`src/rtl/ccff_readback_capture.sv`:
```
// Captures the serial config-chain tail into MSB-first 32-bit words behind a small FIFO.
// Latency: word_valid_o rises one cycle after the strobe that completes a word.
// Backpressure: valid/ready at the output; a push into a full FIFO is dropped and flagged.
// Optional build macro CCFF_READBACK_CRC_EN adds a serial CRC-32 over every sampled bit.

// Generic synchronous FIFO with registered storage and a combinational head.
// Latency: a pushed entry is visible at rd_dat one cycle after the push.
// Backpressure: wr_rdy drops when full unless a pop happens in the same cycle.
module fifo_sync #(
  parameter int W     = 32,
  parameter int DEPTH = 4
) (
  input  logic         clk,
  input  logic         reset,
  input  logic         wr_vld,
  output logic         wr_rdy,
  input  logic [W-1:0] wr_dat,
  output logic         rd_vld,
  input  logic         rd_rdy,
  output logic [W-1:0] rd_dat
);
  localparam int AW = (DEPTH > 1) ? $clog2(DEPTH) : 1;
  localparam logic [AW:0] FULL_CNT = (AW+1)'(DEPTH);

  logic [W-1:0]  mem [DEPTH];
  logic [AW-1:0] wr_ptr;
  logic [AW-1:0] rd_ptr;
  logic [AW:0]   cnt;
  logic          push;
  logic          pop;

  assign rd_vld = (cnt != '0);
  // A full FIFO still takes a write when the head leaves in the same cycle.
  assign wr_rdy = (cnt != FULL_CNT) || rd_rdy;
  assign push   = wr_vld && wr_rdy;
  assign pop    = rd_vld && rd_rdy;
  assign rd_dat = mem[rd_ptr];

  // Storage, pointers (wrap naturally at power-of-2 depth) and occupancy.
  always_ff @(posedge clk or posedge reset) begin
    if (reset) begin
      for (int i = 0; i < DEPTH; i++) mem[i] <= '0;
      wr_ptr <= '0;
      rd_ptr <= '0;
      cnt    <= '0;
    end else begin
      if (push) begin
        mem[wr_ptr] <= wr_dat;
        wr_ptr      <= wr_ptr + 1'b1;
      end
      if (pop) rd_ptr <= rd_ptr + 1'b1;
      case ({push, pop})
        2'b10:   cnt <= cnt + 1'b1;
        2'b01:   cnt <= cnt - 1'b1;
        default: cnt <= cnt;
      endcase
    end
  end
endmodule

// Receive end of the configuration chain: bit sampler, word packer, FIFO and control FSM.
// Latency: one cycle from the completing shift_en_i strobe to word_valid_o.
// Backpressure: consumer stalls hold word_o/last_o; overflowing words are dropped, overflow_o sticks.
module ccff_readback_capture #(
  parameter int FIFO_DEPTH = 4,
  parameter int CNT_W      = 16
) (
  input  logic             clk,
  input  logic             reset,
  input  logic             start_i,
  input  logic [CNT_W-1:0] bit_count_i,
  input  logic             shift_en_i,
  input  logic             ccff_tail_i,
  output logic [31:0]      word_o,
  output logic             word_valid_o,
  input  logic             word_ready_i,
  output logic             last_o,
  output logic             busy_o,
  output logic             done_o,
  output logic             overflow_o,
  output logic [CNT_W-1:0] bits_captured_o
`ifdef CCFF_READBACK_CRC_EN
  ,
  output logic [31:0]      crc_o,
  output logic             crc_valid_o
`endif
);
  typedef enum logic [1:0] {S_IDLE, S_CAPTURE, S_FLUSH, S_DONE} state_t;

  state_t           state_q;
  state_t           state_d;
  logic [CNT_W-1:0] count_q;
  logic [CNT_W-1:0] bits_q;
  logic [CNT_W-1:0] bits_next;
  logic [31:0]      sr_q;
  logic [31:0]      word_full;
  logic [31:0]      word_final;
  logic [4:0]       pad_shamt;
  logic             overflow_q;
  logic             start_ok;
  logic             sample;
  logic             final_bit;
  logic             push_vld;
  logic             push_rdy;
  logic [32:0]      push_dat;
  logic             fifo_vld;
  logic [32:0]      fifo_dat;

  assign start_ok  = start_i && ((state_q == S_IDLE) || (state_q == S_DONE));
  assign sample    = shift_en_i && (state_q == S_CAPTURE);
  assign bits_next = bits_q + 1'b1;
  assign final_bit = sample && (bits_next == count_q);
  assign word_full = {sr_q[30:0], ccff_tail_i};
  // bits_q[4:0] is the position of the incoming bit inside its word, so a
  // partial final word of n bits needs a left shift of 32-n = 31-position.
  assign pad_shamt  = 5'd31 - bits_q[4:0];
  assign word_final = word_full << pad_shamt;
  assign push_vld   = sample && (final_bit || (bits_q[4:0] == 5'd31));
  assign push_dat   = {final_bit, final_bit ? word_final : word_full};

  fifo_sync #(
    .W     (33),
    .DEPTH (FIFO_DEPTH)
  ) u_fifo (
    .clk    (clk),
    .reset  (reset),
    .wr_vld (push_vld),
    .wr_rdy (push_rdy),
    .wr_dat (push_dat),
    .rd_vld (fifo_vld),
    .rd_rdy (word_ready_i),
    .rd_dat (fifo_dat)
  );

  assign word_valid_o    = fifo_vld;
  assign word_o          = fifo_vld ? fifo_dat[31:0] : 32'h0;
  assign last_o          = fifo_vld && fifo_dat[32];
  assign overflow_o      = overflow_q;
  assign bits_captured_o = bits_q;

  // State register.
  always_ff @(posedge clk or posedge reset) begin
    if (reset) state_q <= S_IDLE;
    else       state_q <= state_d;
  end

  // Next-state and status outputs; a zero-length capture goes straight to DONE.
  always_comb begin
    state_d = state_q;
    busy_o  = 1'b0;
    done_o  = 1'b0;
    case (state_q)
      S_IDLE, S_DONE: begin
        done_o = (state_q == S_DONE);
        if (start_i) state_d = (bit_count_i == '0) ? S_DONE : S_CAPTURE;
      end
      S_CAPTURE: begin
        busy_o = 1'b1;
        if (final_bit) state_d = S_FLUSH;
      end
      S_FLUSH: begin
        busy_o = 1'b1;
        if (!fifo_vld) state_d = S_DONE;
      end
      default: state_d = S_IDLE;
    endcase
  end

  // Capture datapath: latch length on start, shift and count on each accepted strobe.
  always_ff @(posedge clk or posedge reset) begin
    if (reset) begin
      count_q <= '0;
      bits_q  <= '0;
      sr_q    <= '0;
    end else if (start_ok) begin
      count_q <= bit_count_i;
      bits_q  <= '0;
      sr_q    <= '0;
    end else if (sample) begin
      sr_q    <= word_full;
      bits_q  <= bits_next;
    end
  end

  // Sticky drop flag: set when a word meets a full FIFO with no pop that cycle.
  always_ff @(posedge clk or posedge reset) begin
    if (reset)                      overflow_q <= 1'b0;
    else if (start_ok)              overflow_q <= 1'b0;
    else if (push_vld && !push_rdy) overflow_q <= 1'b1;
  end

`ifdef CCFF_READBACK_CRC_EN
  localparam logic [31:0] CRC_POLY = 32'h04C1_1DB7;

  logic [31:0] crc_q;
  logic [31:0] crc_next;
  logic        crc_fb;

  // MSB-first serial CRC step; covers every sampled bit, dropped words included.
  always_comb begin
    crc_fb   = crc_q[31] ^ ccff_tail_i;
    crc_next = {crc_q[30:0], 1'b0} ^ (crc_fb ? CRC_POLY : 32'h0);
  end

  // CRC register seeded with all ones on reset and on every accepted start.
  always_ff @(posedge clk or posedge reset) begin
    if (reset)         crc_q <= 32'hFFFF_FFFF;
    else if (start_ok) crc_q <= 32'hFFFF_FFFF;
    else if (sample)   crc_q <= crc_next;
  end

  assign crc_o       = ~crc_q;
  assign crc_valid_o = (state_q == S_DONE);
`endif
endmodule
```
`config.mk`:
```
export PLATFORM = sky130hd
export DESIGN_NAME = ccff_readback_capture
export DESIGN_NICKNAME = d
export VERILOG_FILES = /design/src/rtl/ccff_readback_capture.sv
export SDC_FILE = /design/constraint.sdc
export NUM_CORES = 1
export LEC_CHECK = 0
export CORE_MARGIN = 10
export CORE_UTILIZATION = 35
export CTS_BUF_LIST = sky130_fd_sc_hd__clkbuf_4
export CTS_CLUSTER_DIAMETER = 60
export DETAILED_ROUTE_END_ITERATION = 10
export PLACE_DENSITY = 0.52
export REMOVE_ABC_BUFFERS = 1
export SYNTH_ARGS = -nofsm -noshare
export SYNTH_HDL_FRONTEND = slang
export SYNTH_HIERARCHICAL = 1
export SYNTH_SLANG_ARGS = --single-unit
```
`constraint.sdc`:
```
create_clock -name clk -period 7 [get_ports clk]
set_input_delay 1.05 -clock clk [delete_from_list [all_inputs] [get_ports clk]]
set_output_delay 1.05 -clock clk [all_outputs]
set_load 0.05 [all_outputs]
```
# --- Yosys cells after proc, flatten, opt, wreduce, memory -nomap -nowiden ---
# Index checks and enable logic that the tools add are counted.
word_totals:
  ff_bits: 205
  input_bits: 22
  wordCells: 79
op_classes:
  add_sub_neg: 6
  magnitude_cmp: 3
  eq_ne: 11
  shifts: 1
  n_mux: 22
  bitwise_logic: 2
  n_reduce_logical: 22
op_table:
  columns: ["op", "n"]
  rows:
  - ["132-bit bitwise mux", 1]
  - ["33-bit two-way mux", 3]
  - ["33-bit binary-select mux with 2-bit select", 1]
  - ["33-bit demux with 2-bit select", 1]
  - ["32-bit two-way mux", 2]
  - ["31-bit two-way mux", 2]
  - ["16-bit two-way mux", 2]
  - ["32-bit by 5-bit << shifter with 32-bit output", 1]
  - ["16-bit by 1-bit adder with 16-bit output (second input constant)", 1]
  - ["16-bit == test", 1]
  - ["16-bit zero test", 1]
  - ["1-bit logical AND", 9]
  - ["2-bit two-way mux", 4]
  - ["2-bit == test (second input constant)", 3]
  - ["3-bit greater-or-equal comparator (second input constant)", 2]
  - ["2-bit inequality test (second input constant)", 3]
  - ["2-bit NOT with 3-bit output", 2]
  - ["2-bit case mux with 3 select lines", 1]
  - ["3-bit case mux with 2 select lines", 1]
  - ["2-bit nonzero test", 3]
  - ["5-bit == test (second input constant)", 1]
  - ["5-bit subtractor (first input constant)", 1]
  - ["2-bit by 1-bit adder with 2-bit output (second input constant)", 2]
  - ["2-bit by 1-bit == test with 1-bit output (second input constant)", 2]
  - ["other kinds (11)", 17]

# --- Longest topological paths before layout ---
# Gate-level depths: netlist of run 1.
depth:
  ltp_word: 8
  ltp_mapped: 20
  depth_no_buf: 16

# --- Modules after synthesis ---
# Netlist of run 1, hierarchy kept.
by_module_without_submodules:
  columns: ["mod", "instances", "cells_each", "area_per_inst_um2"]
  rows:
  - ["fifo_sync", 1, 359, 6755.2]
  - ["ccff_readback_capture", 1, 662, 5439.0]

# --- Worst setup path before layout of run 1 ---
# OpenSTA, ideal clock, no wires.
synth_path:
  path_type: "register -> register"
  startpoint: "reg bits_q[2], in the netlist bits_captured_o[2]"
  endpoint: "reg u_fifo.cnt[2]"
  setup_time_ps: 125
  arrival_time_ps: 5190
  required_ps: 6875
  path_slack_ps: 1685
  path_stages_with_launch: 21
  path_cell_list: "dfrtp_1 buf_2 buf_1 buf_1 and3_1 ha_1 xor2_1 nor4_1 o2111ai_1 or4_1 or4_1 buf_2 clkbuf_1 a21oi_1 nand2_1 ha_1 inv_1 fa_1 xor2_1 nor2_1 xor2_1"
synth_via:
  elab_chain_cells: 8
  word_cells_on_any_way: 11
synth_rtl:
  columns: ["item", "line_no", "text"]
  rows:
  - ["start, declared", "93", "logic [CNT_W-1:0] bits_q;"]
  - ["start signal, assigned", "181", "bits_q <= bits_next;"]
  - ["16-bit by 1-bit adder with 16-bit output", "111", "assign bits_next = bits_q + 1'b1;"]
  - ["16-bit == test", "112", "assign final_bit = sample && (bits_next == count_q);"]
  - ["1-bit logical AND", "112", null]
  - ["1-bit logical OR *", "118", "assign push_vld = sample && (final_bit || (bits_q[4:0] == 5'd31));"]
  - ["1-bit logical AND *", "118", null]
  - ["named net push_vld", "103", "logic push_vld;"]
  - ["1-bit logical AND *", "35", "assign push = wr_vld && wr_rdy;"]
  - ["2-bit by 1-bit == test with 1-bit output / 2-bit == test (equally long branches)", "52", "case ({push, pop})"]
  - ["3-bit case mux with 2 select lines / 2-bit nonzero test (equally long branches)", null, null]
  - ["end signal, assigned", "53", "2'b10: cnt <= cnt + 1'b1;"]
  - ["end signal, assigned", "54", "2'b01: cnt <= cnt - 1'b1;"]
  - ["end signal, assigned", "55", "default: cnt <= cnt;"]
  - ["end, declared", "28", "logic [AW:0] cnt;"]
# Mark *: on every way through the listed nets, which the timed path passes. The rest lies on a longest branch.
# A chain may end at the register's enable or synchronous reset.

# --- Worst setup path in the final report of run 1 ---
layout_path:
  startpoint: "reg bits_q[2], in the netlist bits_captured_o[2]"
  endpoint: "reg u_fifo/mem[128] (netlist name)"
layout_via:
  elab_chain_cells: 6
  word_cells_on_any_way: 11
layout_rtl:
  columns: ["item", "line_no", "text"]
  rows:
  - ["16-bit by 1-bit adder with 16-bit output", "111", null]
  - ["16-bit == test", "112", null]
  - ["1-bit logical AND", "112", null]
  - ["1-bit logical OR *", "118", null]
  - ["1-bit logical AND *", "118", null]
  - ["named net push_vld", "103", null]
  - ["1-bit logical AND *", "35", null]
  - ["end signal, assigned by index", "48", "mem[wr_ptr] <= wr_dat;"]
  - ["end, declared", "25", "logic [W-1:0] mem [DEPTH];"]
# Marked as above.

==> out/metrics.csv, run 1 <==
metric;value;unit
placed wire-length estimate;19600;µm
Synth area leaders;dfrtp_1 42%, mux2_4 15%, mux4_2 10%;
CTS tree;done;
Skew-Pair Late Insertion Delay;0.70;ns
GP Congestion;0.808;
DRT Pass-1 Iters;5;
Commonest cells post-synth;205 x dfrtp_1, 166 x nand2_1, 120 x mux2_4;
Ys Warns;6;
routed len/inst;19.5;µm
share of layout cells above drive strength 1;0.285;
# setup viols final;0;
die area;42700;µm²
CTS max path bufs;3;
count leader, synth;dfrtp_1;
leak pwr;5.84;nW
RSZ-0062 raised after global routing;false;
critical path arrival;6.06;ns
Num CTS Buffers;55;
Placed Instances;1483;
H-tree Lvls;2;
Initial Utilization;0.354;
Hold Buf Count CTS;0;
crit end category;flip-flop;
fin crit period;5.51;ns
#FFs+latches synth;205;
Critical Path Fanout Max;59;
Worst VDD drop;0.187;mV
Final nets;1118;
Filler cells;3359;
register area share after synthesis;0.421;
Core Region;34500;µm²
CP required;7.55;ns
mean area per synthesized cell;11.9;µm²
Post-Syn Instances;1021;
fmax;181;MHz
cell accounting for the most synthesized area;dfrtp_1;
vias in the first global route;8678;
total setup buffers inserted after CTS;0;
clk_skew;0.0389;ns
DRT Wirelength;30900;µm
Worst R2R Path Depth;11;
Relative slew margins;0.327;
vias per inst;5.17;
Area Overhead vs Synth;12.6;%
final hold slack;0.499;ns
Worst-path clk slew;0.06;ns
status;finished clean;
post-cts resize count;0;
post-layout util;0.399;
post-synth top area share;0.421;
global-route wire length before repair;50100;µm
die height;207;µm
total power;3.29;mW
clk sink count;205;
# port buffers;74;
max-cap viol count;0;
die width;207;µm
fraction of registers with async set/reset;1.00;
GR Util All Layers;0.147;
Distinct cells, synth;60;
final hold vios;0;
Main synth FF type;dfrtp_1;
hold path depth;2;
Post-Route Setup TNS;0;ns
mapped cell area;12200;µm²
Cell Pwr Density;240;nW/µm²
fin cells;1580;
Pins Over Slew Limit;0;
clk root buf;clkbuf_4;
number of DRC markers in iteration 0;547;
Post-synth EDFFs;0;
ANT nets after route;0;
Final Cycle Share;0.787;
total I/O pin count;75;
Crit Path Category;reg2reg;
initial antenna violation count;1;
startpoint types;flip-flop;
Hold WC Path Type;reg2reg;
Row Count;68;
largest net degree at the start of global routing;86;
Worst Max-Slew Pin Slew;1.01;ns
total gr overflow;0;
via count;8169;
DRC;0;
cell families after synthesis:
group,Yosys count,share of synthesized area
AND/OR/NAND/NOR,306,0.119
multiplexers,247,0.310
flip-flops,205,0.421
AO/OA/AOI/OAI,124,0.0607
buffers and inverters,92,0.0513
XOR/XNOR,36,0.0259
adder cells (fa/ha/maj),11,0.0119
state kept, by name (all words and copies together), names as in the netlist:
name and cells:
u_fifo/wr_ptr 2, bits_captured_o 16, u_fifo/mem 132, state_q 2
count_q 16, overflow_o 1, u_fifo/rd_ptr 2, sr_q 31
u_fifo/cnt 3
final cells by class:
class	count	area [µm²]	area share
Inverter	13	53.8	0.00392
Multi-Input combinational cell	724	6440	0.469
Tap cell	455	569	0.0414
Timing Repair Buffer	86	831	0.0605
Sequential cell	205	5130	0.374
Antenna cell	1	2.50	0.000182
Clock buffer	91	683	0.0497
Clock inverter	5	20.0	0.00146
per-stage QoR:
stage / cell area (µm²) / setup WS, ns
after floorplan: 11600 / 0.833
after global placement: 13000 / 1.51
after detailed placement: 13000 / 1.50
after CTS: 13700 / 1.49
after global routing: 13700 / 1.28
final: 13700 / 1.49
report_power, final:
part,internal [mW],switching [mW]
clock,0.579,0.502
combinational,0.329,0.526
sequential,1.26,0.102
final timing paths:
| path | startpoint | slack (ns) | endpoint |
|---|---|---|---|
| hold reg to reg | count_q[15] | 0.50 | count_q[15] |
| setup / recovery | bits_captured_o[2] | 1.49 | u_fifo/mem[128] |
| min in group asynchronous | reset | 0.93 | u_fifo/cnt[1] |
| hold / removal | count_q[15] | 0.50 | count_q[15] |
| max in group asynchronous | reset | 4.76 | u_fifo/mem[123] |
| setup reg to reg | bits_captured_o[2] | 1.49 | u_fifo/mem[128] |
critical path, stage by stage, from the launching register on:
cell,delay (ns)
dfrtp_2,1.02
and3_1,0.29
ha_1,0.26
xor2_1,0.15
nor4_1,0.27
o2111ai_1,0.20
or4_1,0.57
or4_2,0.62
buf_4,0.32
a21oi_1,0.42
and3_4,0.78
mux2_2,0.41
layer usage:
layer	vias up	wire length, µm	part of all wire	global-route usage
li1	3811	-	-	-
met1	4113	14800	0.48	0.203
met2	201	13700	0.44	0.223
met3	44	1620	0.052	0.0337
met4	0	742	0.024	0.0521
met5	-	0	0	0
cell usage in the layout (no fill, tap or decap), drive strengths merged, types with 2 or more instances in the layout:
master	Yosys	final
and4	6	6
dfrtp	205	205
a22oi	7	7
nor3	10	10
xor2	15	15
nor4	9	9
a211oi	5	5
mux4	54	54
nand2b	4	4
clkinv	1	6
or4	3	3
clkbuf	36	91
a21boi	2	2
nor2	29	29
o21ai	35	35
nand4	13	13
and3	9	9
and2	38	38
a21oi	49	49
or3	5	5
buf	43	12
a31oi	4	4
ha	10	10
xnor2	21	21
o21a	3	3
nor2b	4	4
clkdlybuf4s50	0	74
o22ai	2	2
nand3	8	8
mux2i	43	43
inv	12	12
nand2	166	166
a21o	4	4
mux2	150	150
Note: power is estimated with default switching activity, not from simulation.
==> run 2: changes to the inputs <==
- PLACE_DENSITY: 0.52 -> 0.54
- clock period: 7 -> 4.9 ns (I/O delays scaled with it)
==> run 2 against run 1 <==
Net effect: clock power rose by 41%; highest routed layer unchanged; setup slack worse by 1.1 ns; critical path depth increased by 1; first-iteration DRC count down 23%; die area stayed put; routed wire length decreased by 0.44%; sequential power up 43%; critical path type unchanged; cell count increased by 0.76%; clock-buffer cell count fell by 4.
==> out/metrics.csv, run 2 (synthesis gave the netlist of run 1 again) <==
metric;value;unit;change
status;finished clean;;
clk sink count;205;;unchanged
CP required;5.43;ns;-2.12 ns
Skew-Pair Late Insertion Delay;0.68;ns;-0.02 ns
clk_skew;0.0407;ns;+0.00189 ns
number of DRC markers in iteration 0;423;;-23%
worst r2r src;bits_captured_o[0];;
final hold vios;0;;unchanged
Largest regs;u_fifo/mem (132), sr_q (31);;
Final nets;1130;;+1.1%
startpoint types;flip-flop;;
Worst Max-Slew Pin Slew;0.819;ns;-0.190 ns
die height;207;µm;unchanged
reg2reg end;u_fifo/mem[37];;
Hold WC Path Type;reg2reg;;
Largest register FFs;132;;unchanged
R2R setup slack;0.43;ns;-1.06 ns
total I/O pin count;75;;unchanged
DRC;0;;unchanged
Largest Register;u_fifo/mem;;
Num CTS Buffers;58;;+5.5%
# port buffers;74;;unchanged
Hold Buf Count CTS;0;;unchanged
crit end category;flip-flop;;
die width;207;µm;unchanged
vias per inst;5.18;;+0.18%
Initial Utilization;0.354;;unchanged
DRT Wirelength;30800;µm;-0.44%
total setup buffers inserted after CTS;0;;unchanged
worst hold endpoint;u_fifo/rd_ptr[1];;
max-cap viol count;0;;unchanged
Final Cycle Share;0.913;;+0.126
die area;42700;µm²;unchanged
H-tree Lvls;2;;unchanged
clk root buf;clkbuf_4;;
worst slack at placement;0.330;ns;-1.17 ns
via count;8246;;+0.94%
initial antenna violation count;1;;unchanged
global-route wire length before repair;50000;µm;-0.36%
placed wire-length estimate;19900;µm;+1.7%
Filler cells;3381;;+0.65%
CTS tree;done;;
Crit Path Category;reg2reg;;
share of layout cells above drive strength 1;0.285;;+0.000765
Worst VDD drop;0.338;mV;+80%
DRT Pass-1 Iters;5;;unchanged
routed len/inst;19.3;µm;-1.2%
Pins Over Slew Limit;0;;unchanged
Row Count;68;;unchanged
Core Region;34500;µm²;unchanged
Placed Instances;1492;;+0.61%
Relative slew margins;0.453;;+0.126
hold_sp;u_fifo/rd_ptr[1];;
Worst-path clk slew;0.07;ns;about the same
post-cts resize count;0;;unchanged
hold path depth;1;;-1
RSZ-0062 raised after global routing;false;;
fin cells;1592;;+0.76%
fmax;224;MHz;+23%
CTS max path bufs;3;;unchanged
Critical Path Fanout Max;13;;-78%
leak pwr;5.89;nW;+0.99%
# setup viols final;0;;unchanged
post-route setup slack;0.427;ns;-1.06 ns
GP Congestion;0.828;;+2.5%
GR Util All Layers;0.146;;-0.00138
most frequent cells in the layout;201 x dfrtp_1, 166 x nand2_1, 120 x mux2_4;;
ANT nets after route;0;;unchanged
Worst R2R Path Depth;12;;+1
leading cell type in the layout, fill and taps excluded;dfrtp_1;;
fin crit period;4.47;ns;-1.04 ns
vias in the first global route;8768;;+1.0%
Cell Pwr Density;339;nW/µm²;+41%
Area Overhead vs Synth;13.8;%;
largest net degree at the start of global routing;89;;+3.5%
critical path arrival;5.00;ns;-1.06 ns
total gr overflow;0;;unchanged
run 2: cell count changes in the layout (fill, tap and decap cells not counted):
cell,before,now
diode_2,1,2
buf_12,0,6
buf_4,12,15
clkinv_1,5,12
clkbuf_4,91,87
clkinv_2,1,0
run 2: power by group:
part	internal, mW	leakage (nW)	switching [mW]	total (mW)
Combinational	0.482	2.66	0.752	1.23
Clock	0.797	0.418	0.727	1.52
Sequential	1.79	2.81	0.151	1.94
Total	3.07	5.89	1.63	4.70
run 2: worst max-delay path, cell delays in order (launching register included):
cell and delay, ns:
dfrtp_2 0.45, ha_1 0.27, and3_1 0.17, ha_1 0.29, xor2_1 0.15, nor4_1 0.17, o2111ai_1 0.16, or4_1 0.56
or4_2 0.66, a21oi_1 0.39, and3_4 0.50, buf_4 0.25, mux2_4 0.30
run 2: worst max-delay path by stage:
stage	from	endpoint	slack, ns	cells past startpoint
finish	bits_captured_o[0]	u_fifo/mem[37]	0.43	12
global route	bits_captured_o[1]	u_fifo/mem[58]	0.20	10
CTS	bits_captured_o[0]	u_fifo/mem[58]	0.38	12
detailed placement	shift_en_i	u_fifo/mem[36]	0.33	10
global placement	shift_en_i	u_fifo/cnt[2]	0.39	14
floorplan	bits_captured_o[0]	u_fifo/mem[128]	-1.27	11
run 2: final cells by class:
class	instances	area (µm²)	share of cell area
antenna	2	5.00	0.000361
clock buffer	87	653	0.0471
clock inverter	11	41.3	0.00298
inverter	13	53.8	0.00388
multi-input combinational	724	6440	0.464
sequential	205	5130	0.370
tap	455	569	0.0410
timing repair buffer	95	973	0.0702
run 2: per-layer routing:
layer  track usage  vias up  share of wire
li1              -     3837              -
met1         0.201     4152           0.47
met2         0.226      212           0.46
met3        0.0317       45          0.051
met4        0.0448        0          0.020
met5             0        -              0
run 2: through the flow:
stage	TNS, ns	area, µm²	util	hold WS [ns]	total power [mW]
2_1_floorplan	-166.69	11600	-	0.463	2.82
3_3_place_gp	0	13200	0.382	0.460	3.22
3_5_place_dp	0	13200	0.382	0.475	3.23
4_1_cts	0	13900	0.402	0.484	4.79
5_1_grt	0	13900	0.403	0.512	5.01
6_report	0	13900	0.403	0.480	4.70
==> run 3: changes to the inputs <==
- CORE_UTILIZATION: 35 -> 40
- PLACE_DENSITY: 0.54 -> 0.6
==> run 3 against run 2 <==
Net effect: combinational power about the same; first-iteration DRC count is 35% higher; global-route usage increased by 1.0 points; via count increased by 0.49%; sequential share of layout area is 0.18 points higher; worst hold slack improved by 0.016 ns; register-to-register slack worse by 0.18 ns; flip-flop and latch count did not move; highest routed layer unchanged.
==> out/metrics.csv, run 3 (synthesis gave the netlist of run 1 again) <==
metric;value;unit;change
Area Overhead vs Synth;13.2;%;
fmax;215;MHz;-3.8%
Skew-Pair Late Insertion Delay;0.69;ns;about the same
Final nets;1133;;+0.27%
Largest regs;u_fifo/mem (132), sr_q (31);;
placed wire-length estimate;20100;µm;+0.97%
startpoint types;flip-flop;;
Largest register FFs;132;;unchanged
fin crit period;4.65;ns;+0.178 ns
final hold vios;0;;unchanged
DRC;0;;unchanged
placed instance area;13100;µm²;-0.56%
Core Region;29900;µm²;-13%
Largest Register;u_fifo/mem;;
post-route setup slack;0.249;ns;-0.178 ns
final instance area;13800;µm²;-0.48%
Critical Path Fanout Max;23;;+10
GR Util All Layers;0.156;;+0.0101
total gr overflow;0;;unchanged
leak pwr;5.92;nW;+0.40%
Cell Pwr Density;340;nW/µm²;+0.15%
total I/O pin count;75;;unchanged
routed len/inst;19.7;µm;+1.8%
vias per inst;5.41;;+4.4%
Worst VDD drop;0.263;mV;-22%
status;finished clean;;
fin cells;1533;;-3.7%
number of DRC markers in iteration 0;571;;+35%
H-tree Lvls;2;;unchanged
Row Count;63;;-7.4%
Worst Max-Slew Pin Slew;1.11;ns;+0.294 ns
Worst-path clk slew;0.06;ns;about the same
sequential cell area;5130;µm²;unchanged
worst slack at placement;0.245;ns;-0.0847 ns
critical path arrival;5.20;ns;+0.20 ns
R2R setup slack;0.25;ns;-0.18 ns
most frequent cells in the layout;201 x dfrtp_1, 166 x nand2_1, 120 x mux2_4;;
initial antenna violation count;1;;unchanged
total setup buffers inserted after CTS;0;;unchanged
Crit Path Category;reg2reg;;
die width;195;µm;-5.8%
crit end category;flip-flop;;
CTS max path bufs;3;;unchanged
DRT Wirelength;30100;µm;-2.0%
Hold WC Path Type;reg2reg;;
die height;195;µm;-5.8%
Relative slew margins;0.258;;-0.195
clk_skew;0.0294;ns;-0.0113 ns
post-cts resize count;0;;unchanged
GP Congestion;0.850;;+2.6%
Placed Instances;1433;;-4.0%
largest net degree at the start of global routing;97;;+9.0%
Filler cells;2773;;-18%
Initial Utilization;0.408;;+0.0543
Hold Buf Count CTS;0;;unchanged
leading cell type in the layout, fill and taps excluded;dfrtp_1;;
die area;37900;µm²;-11%
vias in the first global route;8619;;-1.7%
# setup viols final;0;;unchanged
RSZ-0062 raised after global routing;false;;
global-route wire length before repair;48800;µm;-2.4%
DRT Pass-1 Iters;5;;unchanged
max-cap viol count;0;;unchanged
Pins Over Slew Limit;0;;unchanged
total power;4.69;mW;-0.33%
Final Cycle Share;0.949;;+0.0363
CP required;5.45;ns;+0.02 ns
CTS tree;done;;
via count;8286;;+0.49%
clk sink count;205;;unchanged
Num CTS Buffers;55;;-5.2%
clk root buf;clkbuf_4;;
share of layout cells above drive strength 1;0.288;;+0.00288
# port buffers;74;;unchanged
area of the multi-input gates;6440;µm²;unchanged
ANT nets after route;0;;unchanged
==> run 3: cell types whose count changed in the layout (fill, tap and decap cells not counted), sizes merged <==
cell / before / now
buf: 21 / 27
clkbuf: 87 / 81
clkinv: 12 / 16
bufinv: 0 / 1
inv: 12 / 13
==> run 3: path summary, 6_finish.rpt <==
check,start,end,cells past startpoint
setup reg to reg,bits_captured_o[0],u_fifo/mem[96],12
max in group asynchronous,reset,u_fifo/mem[127],3
min in group asynchronous,reset,u_fifo/mem[67],2
hold reg to reg,overflow_o,overflow_o,1
setup / recovery,bits_captured_o[0],u_fifo/mem[96],12
hold / removal,overflow_o,overflow_o,1
==> run 3: layout make-up <==
type	instances	area share
antenna	2	0.000363
clock buffer	81	0.0440
clock inverter	17	0.00680
inverter	13	0.00390
multi-input combinational	724	0.467
sequential	205	0.372
tap	390	0.0353
timing repair buffer	101	0.0711
==> run 3: report_power, final <==
group	switching [mW]	total, mW	internal [mW]	leakage, nW
Combinational	0.723	1.20	0.474	2.68
Clock	0.720	1.53	0.806	0.422
Sequential	0.170	1.96	1.79	2.81
==> run 3: worst max-delay path, stage by stage (launching register included) <==
cell and delay [ns]:
dfrtp_2 0.46, ha_1 0.28, and3_1 0.17, ha_1 0.30
xor2_1 0.15, nor4_1 0.23, o2111ai_1 0.18, or4_1 0.56
or4_2 0.64, a21oi_1 0.44, and3_4 0.46, buf_12 0.26
mux2_2 0.36
==> run 3: per-layer routing <==
metal,up-vias,track usage,share of wire
met5,-,0,0
met4,0,0.0474,0.017
met3,46,0.0373,0.054
met2,226,0.238,0.46
met1,4164,0.215,0.47
li1,3850,-,-
==> run 3: metrics by stage <==
| step | TNS [ns] | utilization | hold slack [ns] |
|---|---|---|---|
| global placement | 0 | 0.438 | 0.481 |
| floorplan | -166.69 | - | 0.463 |
| detailed placement | 0 | 0.438 | 0.484 |
| global route | 0 | 0.462 | 0.516 |
| CTS | 0 | 0.462 | 0.499 |
| finish | 0 | 0.462 | 0.496 |
